[src/rtl/srio_pkg.sv]
// Shared constants, FSM state encoding and ID-compare helper for the SRIO RX filter.
package srio_pkg;

  localparam logic [3:0]  FTYPE_SWRITE = 4'h6;
  localparam int unsigned FTYPE_MSB    = 55;
  localparam int unsigned FTYPE_LSB    = 52;

  typedef enum logic [1:0] {
    ST_IDLE  = 2'd0,
    ST_PASS  = 2'd1,
    ST_DROP  = 2'd2,
    ST_TRUNC = 2'd3
  } filt_state_e;

  function automatic logic dest_match(input logic [15:0] dest,
                                      input logic [15:0] id,
                                      input logic [15:0] mask);
    return ((dest ^ id) & mask) == '0;
  endfunction

endpackage

[src/rtl/axis_skid_buf.sv]
// Two-entry AXI-Stream skid buffer: registered output, registered upstream ready,
// one-cycle latency and full throughput while the sink is ready.
module axis_skid_buf #(
  parameter int unsigned DATA_W = 97
) (
  input  logic              clk_i,
  input  logic              rst_i,
  input  logic              s_valid_i,
  output logic              s_ready_o,
  input  logic [DATA_W-1:0] s_data_i,
  output logic              m_valid_o,
  input  logic              m_ready_i,
  output logic [DATA_W-1:0] m_data_o
);

  logic              out_valid_q, out_valid_d;
  logic [DATA_W-1:0] out_data_q,  out_data_d;
  logic              skid_valid_q, skid_valid_d;
  logic [DATA_W-1:0] skid_data_q,  skid_data_d;
  logic              accept, pop;

  always_comb begin
    out_valid_d  = out_valid_q;
    out_data_d   = out_data_q;
    skid_valid_d = skid_valid_q;
    skid_data_d  = skid_data_q;
    accept       = s_valid_i && !skid_valid_q;
    pop          = !out_valid_q || m_ready_i;
    if (pop) begin
      if (skid_valid_q) begin
        out_valid_d  = 1'b1;
        out_data_d   = skid_data_q;
        skid_valid_d = 1'b0;
      end else begin
        out_valid_d = accept;
        if (accept) out_data_d = s_data_i;
      end
    end else if (accept) begin
      // Output stalled: park the in-flight beat so ready can drop a cycle late.
      skid_valid_d = 1'b1;
      skid_data_d  = s_data_i;
    end
  end

  always_ff @(posedge clk_i or posedge rst_i) begin
    if (rst_i) begin
      out_valid_q  <= 1'b0;
      out_data_q   <= '0;
      skid_valid_q <= 1'b0;
      skid_data_q  <= '0;
    end else begin
      out_valid_q  <= out_valid_d;
      out_data_q   <= out_data_d;
      skid_valid_q <= skid_valid_d;
      skid_data_q  <= skid_data_d;
    end
  end

  assign s_ready_o = !skid_valid_q;
  assign m_valid_o = out_valid_q;
  assign m_data_o  = out_data_q;

endmodule

[src/rtl/srio_rx_pkt_filter.sv]
// SRIO RX packet filter: forwards SWRITE packets addressed to this endpoint, drops the rest.
// Build option: define SRIO_FILT_LEN_CHK_EN to truncate packets longer than MAX_BEATS.
module srio_rx_pkt_filter
  import srio_pkg::*;
#(
  parameter int unsigned MAX_BEATS = 33,
  parameter int unsigned CNT_W     = 32
) (
  input  logic             AXIS_ACLK,
  input  logic             AXIS_ARESET,
  input  logic             cfg_enable,
  input  logic [15:0]      cfg_dest_id,
  input  logic [15:0]      cfg_dest_mask,
  input  logic             cfg_clr_cnt,
  input  logic             S_AXIS_TVALID,
  output logic             S_AXIS_TREADY,
  input  logic [63:0]      S_AXIS_TDATA,
  input  logic             S_AXIS_TLAST,
  input  logic [31:0]      S_AXIS_TUSER,
  output logic             M_AXIS_TVALID,
  input  logic             M_AXIS_TREADY,
  output logic [63:0]      M_AXIS_TDATA,
  output logic             M_AXIS_TLAST,
  output logic [31:0]      M_AXIS_TUSER,
  output logic [CNT_W-1:0] pkt_pass_cnt,
  output logic [CNT_W-1:0] pkt_drop_cnt,
  output logic [15:0]      pkt_trunc_cnt
);

  if (MAX_BEATS < 2) begin : g_bad_max_beats
    $error("MAX_BEATS must be at least 2");
  end

  filt_state_e      state_q, state_d;
  logic             buf_ready, match, hs, fwd, force_last;
  logic             pass_inc, drop_inc, trunc_inc;
  logic [CNT_W-1:0] pass_q, pass_d, drop_q, drop_d;
  logic [96:0]      buf_in, buf_out;

  assign match = cfg_enable
              && (S_AXIS_TDATA[FTYPE_MSB:FTYPE_LSB] == FTYPE_SWRITE)
              && dest_match(S_AXIS_TUSER[15:0], cfg_dest_id, cfg_dest_mask);
  assign hs = S_AXIS_TVALID && S_AXIS_TREADY;

`ifdef SRIO_FILT_LEN_CHK_EN
  localparam int unsigned BEAT_W = $clog2(MAX_BEATS + 1);
  logic [BEAT_W-1:0] beat_q, beat_d;
  logic [15:0]       trunc_q, trunc_d;

  assign force_last = (state_q == ST_PASS) && !S_AXIS_TLAST
                   && (beat_q == BEAT_W'(MAX_BEATS - 1));

  always_comb begin
    beat_d  = beat_q;
    trunc_d = trunc_q;
    if (fwd) beat_d = (state_q == ST_IDLE) ? BEAT_W'(1) : beat_q + 1'b1;
    if (cfg_clr_cnt)                     trunc_d = '0;
    else if (trunc_inc && trunc_q != '1) trunc_d = trunc_q + 1'b1;
  end

  always_ff @(posedge AXIS_ACLK or posedge AXIS_ARESET) begin
    if (AXIS_ARESET) begin
      beat_q  <= '0;
      trunc_q <= '0;
    end else begin
      beat_q  <= beat_d;
      trunc_q <= trunc_d;
    end
  end

  assign pkt_trunc_cnt = trunc_q;
`else
  assign force_last    = 1'b0;
  assign pkt_trunc_cnt = '0;
`endif

  always_ff @(posedge AXIS_ACLK or posedge AXIS_ARESET) begin
    if (AXIS_ARESET) state_q <= ST_IDLE;
    else             state_q <= state_d;
  end

  always_comb begin
    state_d = state_q;
    unique case (state_q)
      ST_IDLE:  if (hs && !S_AXIS_TLAST) state_d = match ? ST_PASS : ST_DROP;
      ST_PASS:  if (hs && S_AXIS_TLAST) state_d = ST_IDLE;
                else if (hs && force_last) state_d = ST_TRUNC;
      ST_DROP,
      ST_TRUNC: if (hs && S_AXIS_TLAST) state_d = ST_IDLE;
      default:  state_d = ST_IDLE;
    endcase
  end

  // Drop-side ready is unconditional; elsewhere it follows the buffer's registered ready.
  always_comb begin
    S_AXIS_TREADY = buf_ready;
    fwd           = 1'b0;
    drop_inc      = 1'b0;
    unique case (state_q)
      ST_IDLE: begin
        fwd      = hs && match;
        drop_inc = hs && !match && S_AXIS_TLAST;
      end
      ST_PASS:  fwd = hs;
      ST_DROP: begin
        S_AXIS_TREADY = 1'b1;
        drop_inc      = hs && S_AXIS_TLAST;
      end
      ST_TRUNC: S_AXIS_TREADY = 1'b1;
      default:  S_AXIS_TREADY = buf_ready;
    endcase
    pass_inc  = fwd && (S_AXIS_TLAST || force_last);
    trunc_inc = fwd && force_last;
  end

  always_comb begin
    pass_d = pass_q;
    drop_d = drop_q;
    if (cfg_clr_cnt) begin
      pass_d = '0;
      drop_d = '0;
    end else begin
      if (pass_inc && pass_q != '1) pass_d = pass_q + 1'b1;
      if (drop_inc && drop_q != '1) drop_d = drop_q + 1'b1;
    end
  end

  always_ff @(posedge AXIS_ACLK or posedge AXIS_ARESET) begin
    if (AXIS_ARESET) begin
      pass_q <= '0;
      drop_q <= '0;
    end else begin
      pass_q <= pass_d;
      drop_q <= drop_d;
    end
  end

  assign buf_in = {S_AXIS_TLAST || force_last, S_AXIS_TUSER, S_AXIS_TDATA};

  axis_skid_buf #(.DATA_W(97)) u_skid (
    .clk_i     (AXIS_ACLK),
    .rst_i     (AXIS_ARESET),
    .s_valid_i (fwd),
    .s_ready_o (buf_ready),
    .s_data_i  (buf_in),
    .m_valid_o (M_AXIS_TVALID),
    .m_ready_i (M_AXIS_TREADY),
    .m_data_o  (buf_out)
  );

  assign M_AXIS_TLAST  = buf_out[96];
  assign M_AXIS_TUSER  = buf_out[95:64];
  assign M_AXIS_TDATA  = buf_out[63:0];
  assign pkt_pass_cnt  = pass_q;
  assign pkt_drop_cnt  = drop_q;

endmodule

[config.mk]
export PLATFORM = sky130hd
export DESIGN_NAME = srio_rx_pkt_filter
export DESIGN_NICKNAME = d
export VERILOG_FILES = /design/src/rtl/srio_pkg.sv /design/src/rtl/axis_skid_buf.sv /design/src/rtl/srio_rx_pkt_filter.sv
export SDC_FILE = /design/constraint.sdc
export NUM_CORES = 1
export LEC_CHECK = 0
export BUFFER_PORTS_ARGS = -buffer_cell sky130_fd_sc_hd__buf_4
export CAP_MARGIN = 20
export CELL_PAD_IN_SITES_DETAIL_PLACEMENT = 2
export CELL_PAD_IN_SITES_GLOBAL_PLACEMENT = 2
export CORE_ASPECT_RATIO = 1.2
export CORE_UTILIZATION = 38
export DETAILED_ROUTE_END_ITERATION = 8
export PLACE_DENSITY = 0.89
export SLEW_MARGIN = 15
export SYNTH_ARGS = -nofsm -noshare
export SYNTH_HDL_FRONTEND = slang
export SYNTH_HIERARCHICAL = 1
export SYNTH_SLANG_ARGS = --single-unit
[constraint.sdc]
create_clock -name AXIS_ACLK -period 19.4 [get_ports AXIS_ACLK]
set_clock_uncertainty 0.1 [all_clocks]
set_input_delay 3.88 -clock AXIS_ACLK [delete_from_list [all_inputs] [get_ports AXIS_ACLK]]
set_output_delay 3.88 -clock AXIS_ACLK [all_outputs]
set_load 0.03 [all_outputs]
* Word level (Yosys, flattened, before mapping)
Index checks and enable logic that the tools add are counted.
Storage, ports and cells: memory bits (read-only) 0, latch bits 0, input bits 135, RAM bits 0, output and inout port bits 179, register bits after elaboration 262, memories kept 0, word-level logic and storage cells 64
Operators by class: multiply operators 0, reductions and logical operators 28, eq/ne operators 8, shift-type cells 0, bitwise gates (word level) 3, magnitude comparators 0, muxes and demuxes 16, $add $sub $neg 2, div/mod/pow operators 0
Operators by type and width (number):
- $mux 97 | 2
- $mux 32 | 4
- $add 32x1->32 const B | 2
- $ne 32x32->1 const B | 2
- $and 16x16->16 | 1
- $logic_not 16->1 | 1
- $xor 16x16->16 | 1
- $logic_and 1x1->1 | 12
- $reduce_bool 2->1 | 4
- $mux 2 | 3
- $reduce_and 2->1 | 3
- $eq 2x2->1 const B | 2
- $eq 4x3->1 const B | 1
- $logic_not 1->1 | 4
- $mux 1 | 4
- $pmux 1 s2 | 2
- $pmux 2 s2 | 1
- $reduce_or 3->1 | 1
- $eq 2x1->1 const B | 1
- $logic_not 2->1 | 1
- $ne 2x1->1 const B | 1
- $ne 2x2->1 const B | 1
- $reduce_or 2->1 | 1
- $logic_or 1x1->1 | 1
- $not 1->1 | 1

* Logic depth before layout (Yosys ltp)
word-level depth 11, gate-level depth with buffers 12, depth with buffers taken out 7

* Modules after synthesis
Netlist, hierarchy kept.
Modules (own cells, without submodules):
- axis_skid_buf | cells an instance 527, times used 1, area each 8426.8 µm²
- srio_rx_pkt_filter | cells an instance 491, times used 1, area each 4331.7 µm²

* Least setup slack after synthesis
No wires, ideal clock.
path kind in2reg, start point input port cfg_dest_id[15], end point register u_skid.skid_data_q[0], cell stages on the path 11, buffers on the path 4, slack 12.882 ns, library setup time 0.127 ns, arrival 6.290 ns, cell sequence xor2_1 > a22oi_1 > nand4_1 > o31a_1 > buf_2 > clkbuf_1 > nor3_1 > nor3b_2 > buf_4 > buf_6 > mux2_1
On the way: cells in the longest elaborated chain, start to end 8
RTL lines:
- start, declared | RTL line srio_rx_pkt_filter.sv:12 | input logic [15:0] cfg_dest_id,
- $xor 16x16->16 | RTL line srio_pkg.sv:18 | return ((dest ^ id) & mask) == '0;
- $and 16x16->16 | RTL line srio_pkg.sv:18
- $logic_not 16->1 | RTL line srio_pkg.sv:18
- $logic_and 1x1->1 | RTL line srio_rx_pkt_filter.sv:42 | && dest_match(S_AXIS_TUSER[15:0], cfg_dest_id, cfg_dest_mask);
- $logic_and 1x1->1 | RTL line srio_rx_pkt_filter.sv:101 | fwd = hs && match;
- $pmux 1 s2 | RTL line srio_rx_pkt_filter.sv:99 | unique case (state_q)
- named net fwd | RTL line srio_rx_pkt_filter.sv:35 | logic buf_ready, match, hs, fwd, force_last;
- $logic_and 1x1->1 | RTL line axis_skid_buf.sv:27 | accept = s_valid_i && !skid_valid_q;
- $reduce_and 2->1 (no source line)
- end signal, assigned | RTL line axis_skid_buf.sv:55 | skid_data_q <= skid_data_d;
- end, declared | RTL line axis_skid_buf.sv:19 | logic [DATA_W-1:0] skid_data_q, skid_data_d;
The timed path passes the listed nets, and every way through them passes these cells. A chain may end at the register's enable or synchronous reset.

* Final worst setup path
start point input port cfg_dest_id[3], end point register u_skid.skid_data_q[31]
Same word-level chain as after synthesis.

==> impl_metrics.tcl <==
set metrics [dict create \
    switchingPower_w 0.0005848 \
    grt_pass1_vias 11550 \
    cts_sinks 262 \
    place_inst 1713 \
    wire_per_inst_um 28.52 \
    overflow 0 \
    drt_iter0_drc 503 \
    synth-seq-cells 262 \
    grt_use_total_pct 29.25 \
    ys.flop_type "dfrtp_1" \
    finalNonFillerCells 1772 \
    num_rows 73 \
    die_h_um 202.7 \
    grt_pass1_wl_um 75260 \
    yosysMostFrequentCell "mux2_2" \
    synthCells 1018 \
    post-route-drc-count 0 \
    irDropWorstVdd_mv 0.08868 \
    critPathLaunchType "input port" \
    hp-class "reg -> reg" \
    yosys-top-cells-count "mux2_2 (270), dfrtp_1 (262), a21oi_1 (55)" \
    grt-busiest-layer "met2" \
    root_buffer "clkbuf_16" \
    setup_violations 0 \
    synth_warnings 6 \
    wl_um 50550 \
    tightest_slew_ps 1113 \
    slew_headroom_pct 25.82 \
    drive_gt1_share_pct 49.51 \
    htreeDepth 1 \
    start_util_pct 38.59 \
    ant_nets 0 \
    clkTransAtPathRegs_ps 60 \
    holdBufCountCts 0 \
    post-synth-top-area-cell "dfrtp_1" \
    rsz0062_at_grt "no" \
    use_met2_pct 54.66 \
    clkPwrFrac_pct 35.7 \
    fin_tns_setup_ps 0 \
    grt_max_degree 123 \
    status "finished clean" \
    powerDensity_mw_per_mm2 107.3 \
    hold_viol 0 \
    max_freq_mhz 123.6 \
    finalCritPeriodShare_pct 41.70 \
    required_ps 19750 \
    synth_cell_types 57 \
    dr.pass1.iters 4 \
    areaGrowthSynthToFinish_pct 28.01 \
    antenna_found_initial 6 \
    port_buffers 297 \
    hold_ws_ps 393.4 \
    ctsResizeCount 0 \
    synth_seq_area_share_pct 51.39 \
    syn_area_sq_mm 0.01276 \
    synthDominantCellAreaShare_pct 51.39 \
    via_count 9935 \
    worst-setup-path-type "in -> reg" \
    die_w_um 169.3 \
    final_core_util_pct 49.39 \
    finalPower_w 0.001753 \
    cts_tree "done" \
    power_frac_comb_pct 24.3 \
    reg2reg_depth 7 \
    grt.met3_usage_pct 7.973 \
    crit_fanout 70 \
    fin_nets 1432 \
    p_leak_nw 7.286 \
    via_per_inst 5.607 \
    fp.dieArea_sq_mm 0.03432 \
    drv_slew 0 \
    dp_hpwl_um 31360 \
    hold_depth 1 \
    grt_use_met1_pct 30.62 \
    switching_share_pct 33.37 \
    synth_edf_count 0 \
    p_int_w 0.001168 \
    maxCapViolCount 0 \
    pwr-share-seq_pct 40.0 \
    numCtsBuffers 29 \
    clk_latency_ps 590 \
    fp.coreArea_sq_mm 0.03306 \
    post-route-min-period_ps 8089 \
    pin_count 314 \
    async_flop_share_pct 100.0 \
    postCtsSetupBuffers 0 \
    synthTopCellsByArea "dfrtp_1 (51%), mux2_2 (24%), mux2_1 (2.6%)" \
    crit_arrival_ps 8440 \
    gp_congestion 0.7638 \
    avgSynthCellArea_sq_um 12.53 \
    clockBufferDepth 3 \
    cp-end-kind "register" \
]
==> layer usage <==
metal,share of wire [%],routed length [um]
met5,0.034,17
met4,4.4,2225
met3,6.5,3276
met2,53,26680
met1,36,18350
==> through the flow <==
| step | instance area, sq um | worst slack [ps] |
|---|---|---|
| finish | 16330 | 11310 |
| CTS | 16290 | 11340 |
| global route | 16330 | 11160 |
| global placement | 15240 | 11180 |
| detailed placement | 15240 | 10930 |
| floorplan | 12810 | 10080 |
==> cell families (layout without fill, tap and decap cells) <==
logic type      Yosys count  in the layout  share of synthesized area [%]
compound gates          127            127                          6.149
xor+xnor                 16             16                          1.098
fa+ha+maj                 2              2                         0.1961
buf+inv                  84            368                          3.913
flops                   262            262                          51.39
mux                     300            300                          26.48
other cells               1             21                        0.02939
simple gates            226            226                          10.75
==> cells in the final DEF, fill, tap and decap left out, types with 7 or more instances in the layout <==
| cell | netlist | routed |
|---|---|---|
| nand2_1 | 32 | 32 |
| or4_1 | 44 | 44 |
| and3_1 | 8 | 8 |
| buf_4 | 22 | 307 |
| mux2_2 | 270 | 270 |
| a22oi_1 | 7 | 7 |
| nor2_1 | 24 | 24 |
| xor2_1 | 16 | 16 |
| nand3_1 | 37 | 37 |
| or3_1 | 10 | 10 |
| nand4_1 | 18 | 18 |
| o21ai_0 | 13 | 13 |
| dfrtp_1 | 262 | 261 |
| nor3_1 | 12 | 12 |
| nor2b_1 | 9 | 9 |
| clkbuf_8 | 3 | 8 |
| conb_1 | 1 | 16 |
| clkbuf_16 | 0 | 29 |
| o31ai_1 | 44 | 44 |
| a21oi_1 | 55 | 55 |
| mux2_1 | 30 | 30 |
==> worst max-delay path, stage by stage <==
cell and delay, ps:
buf_4 110, xor2_1 160, a22oi_1 420, nand4_1 330
o31a_2 750, nor3_1 640, nor3b_4 320, buf_4 410
buf_4 860, mux2_2 460
==> power by group through the flow <==
stage | sequential [W] | combinational (W) | clock, W
after floorplan | 0.000806 | 0.000101 | 0
after global placement | 0.000682 | 0.000389 | 0
after detailed placement | 0.000697 | 0.000411 | 0
after CTS | 0.000699 | 0.000427 | 0.000637
after global routing | 0.000705 | 0.000440 | 0.000652
final | 0.000700 | 0.000426 | 0.000626
==> flip-flops by register name, indices dropped and copies added (netlist names) <==
register / cells
pkt_drop_cnt: 32
pkt_pass_cnt: 32
state_q: 2
u_skid/m_data_o: 97
u_skid/m_valid_o: 1
u_skid/skid_data_q: 97
u_skid/skid_valid_q: 1
==> worst paths after layout <==
check | start | to | slack, ps
max in group asynchronous | AXIS_ARESET | u_skid/skid_data_q[90] | 14530
hold / removal | u_skid/skid_data_q[93] | u_skid/skid_data_q[93] | 390
setup / recovery | cfg_dest_id[3] | u_skid/skid_data_q[31] | 11310
setup reg to reg | u_skid/skid_valid_q | u_skid/skid_data_q[31] | 15320
hold reg to reg | u_skid/skid_data_q[93] | u_skid/skid_data_q[93] | 390
min in group asynchronous | AXIS_ARESET | u_skid/skid_data_q[66] | 3360
==> layout make-up <==
cell class              count  area (sq um)
multi-input cells         687          5783
flip-flops and latches    262          6560
diodes                      5         12.51
fillers                  3272         16730
well taps                 450         563.0
clock inverters            12         196.4
clock buffers              41         850.8
inverters                   7         33.78
repair buffers            308          2332
(Power assumes the default switching activity.)
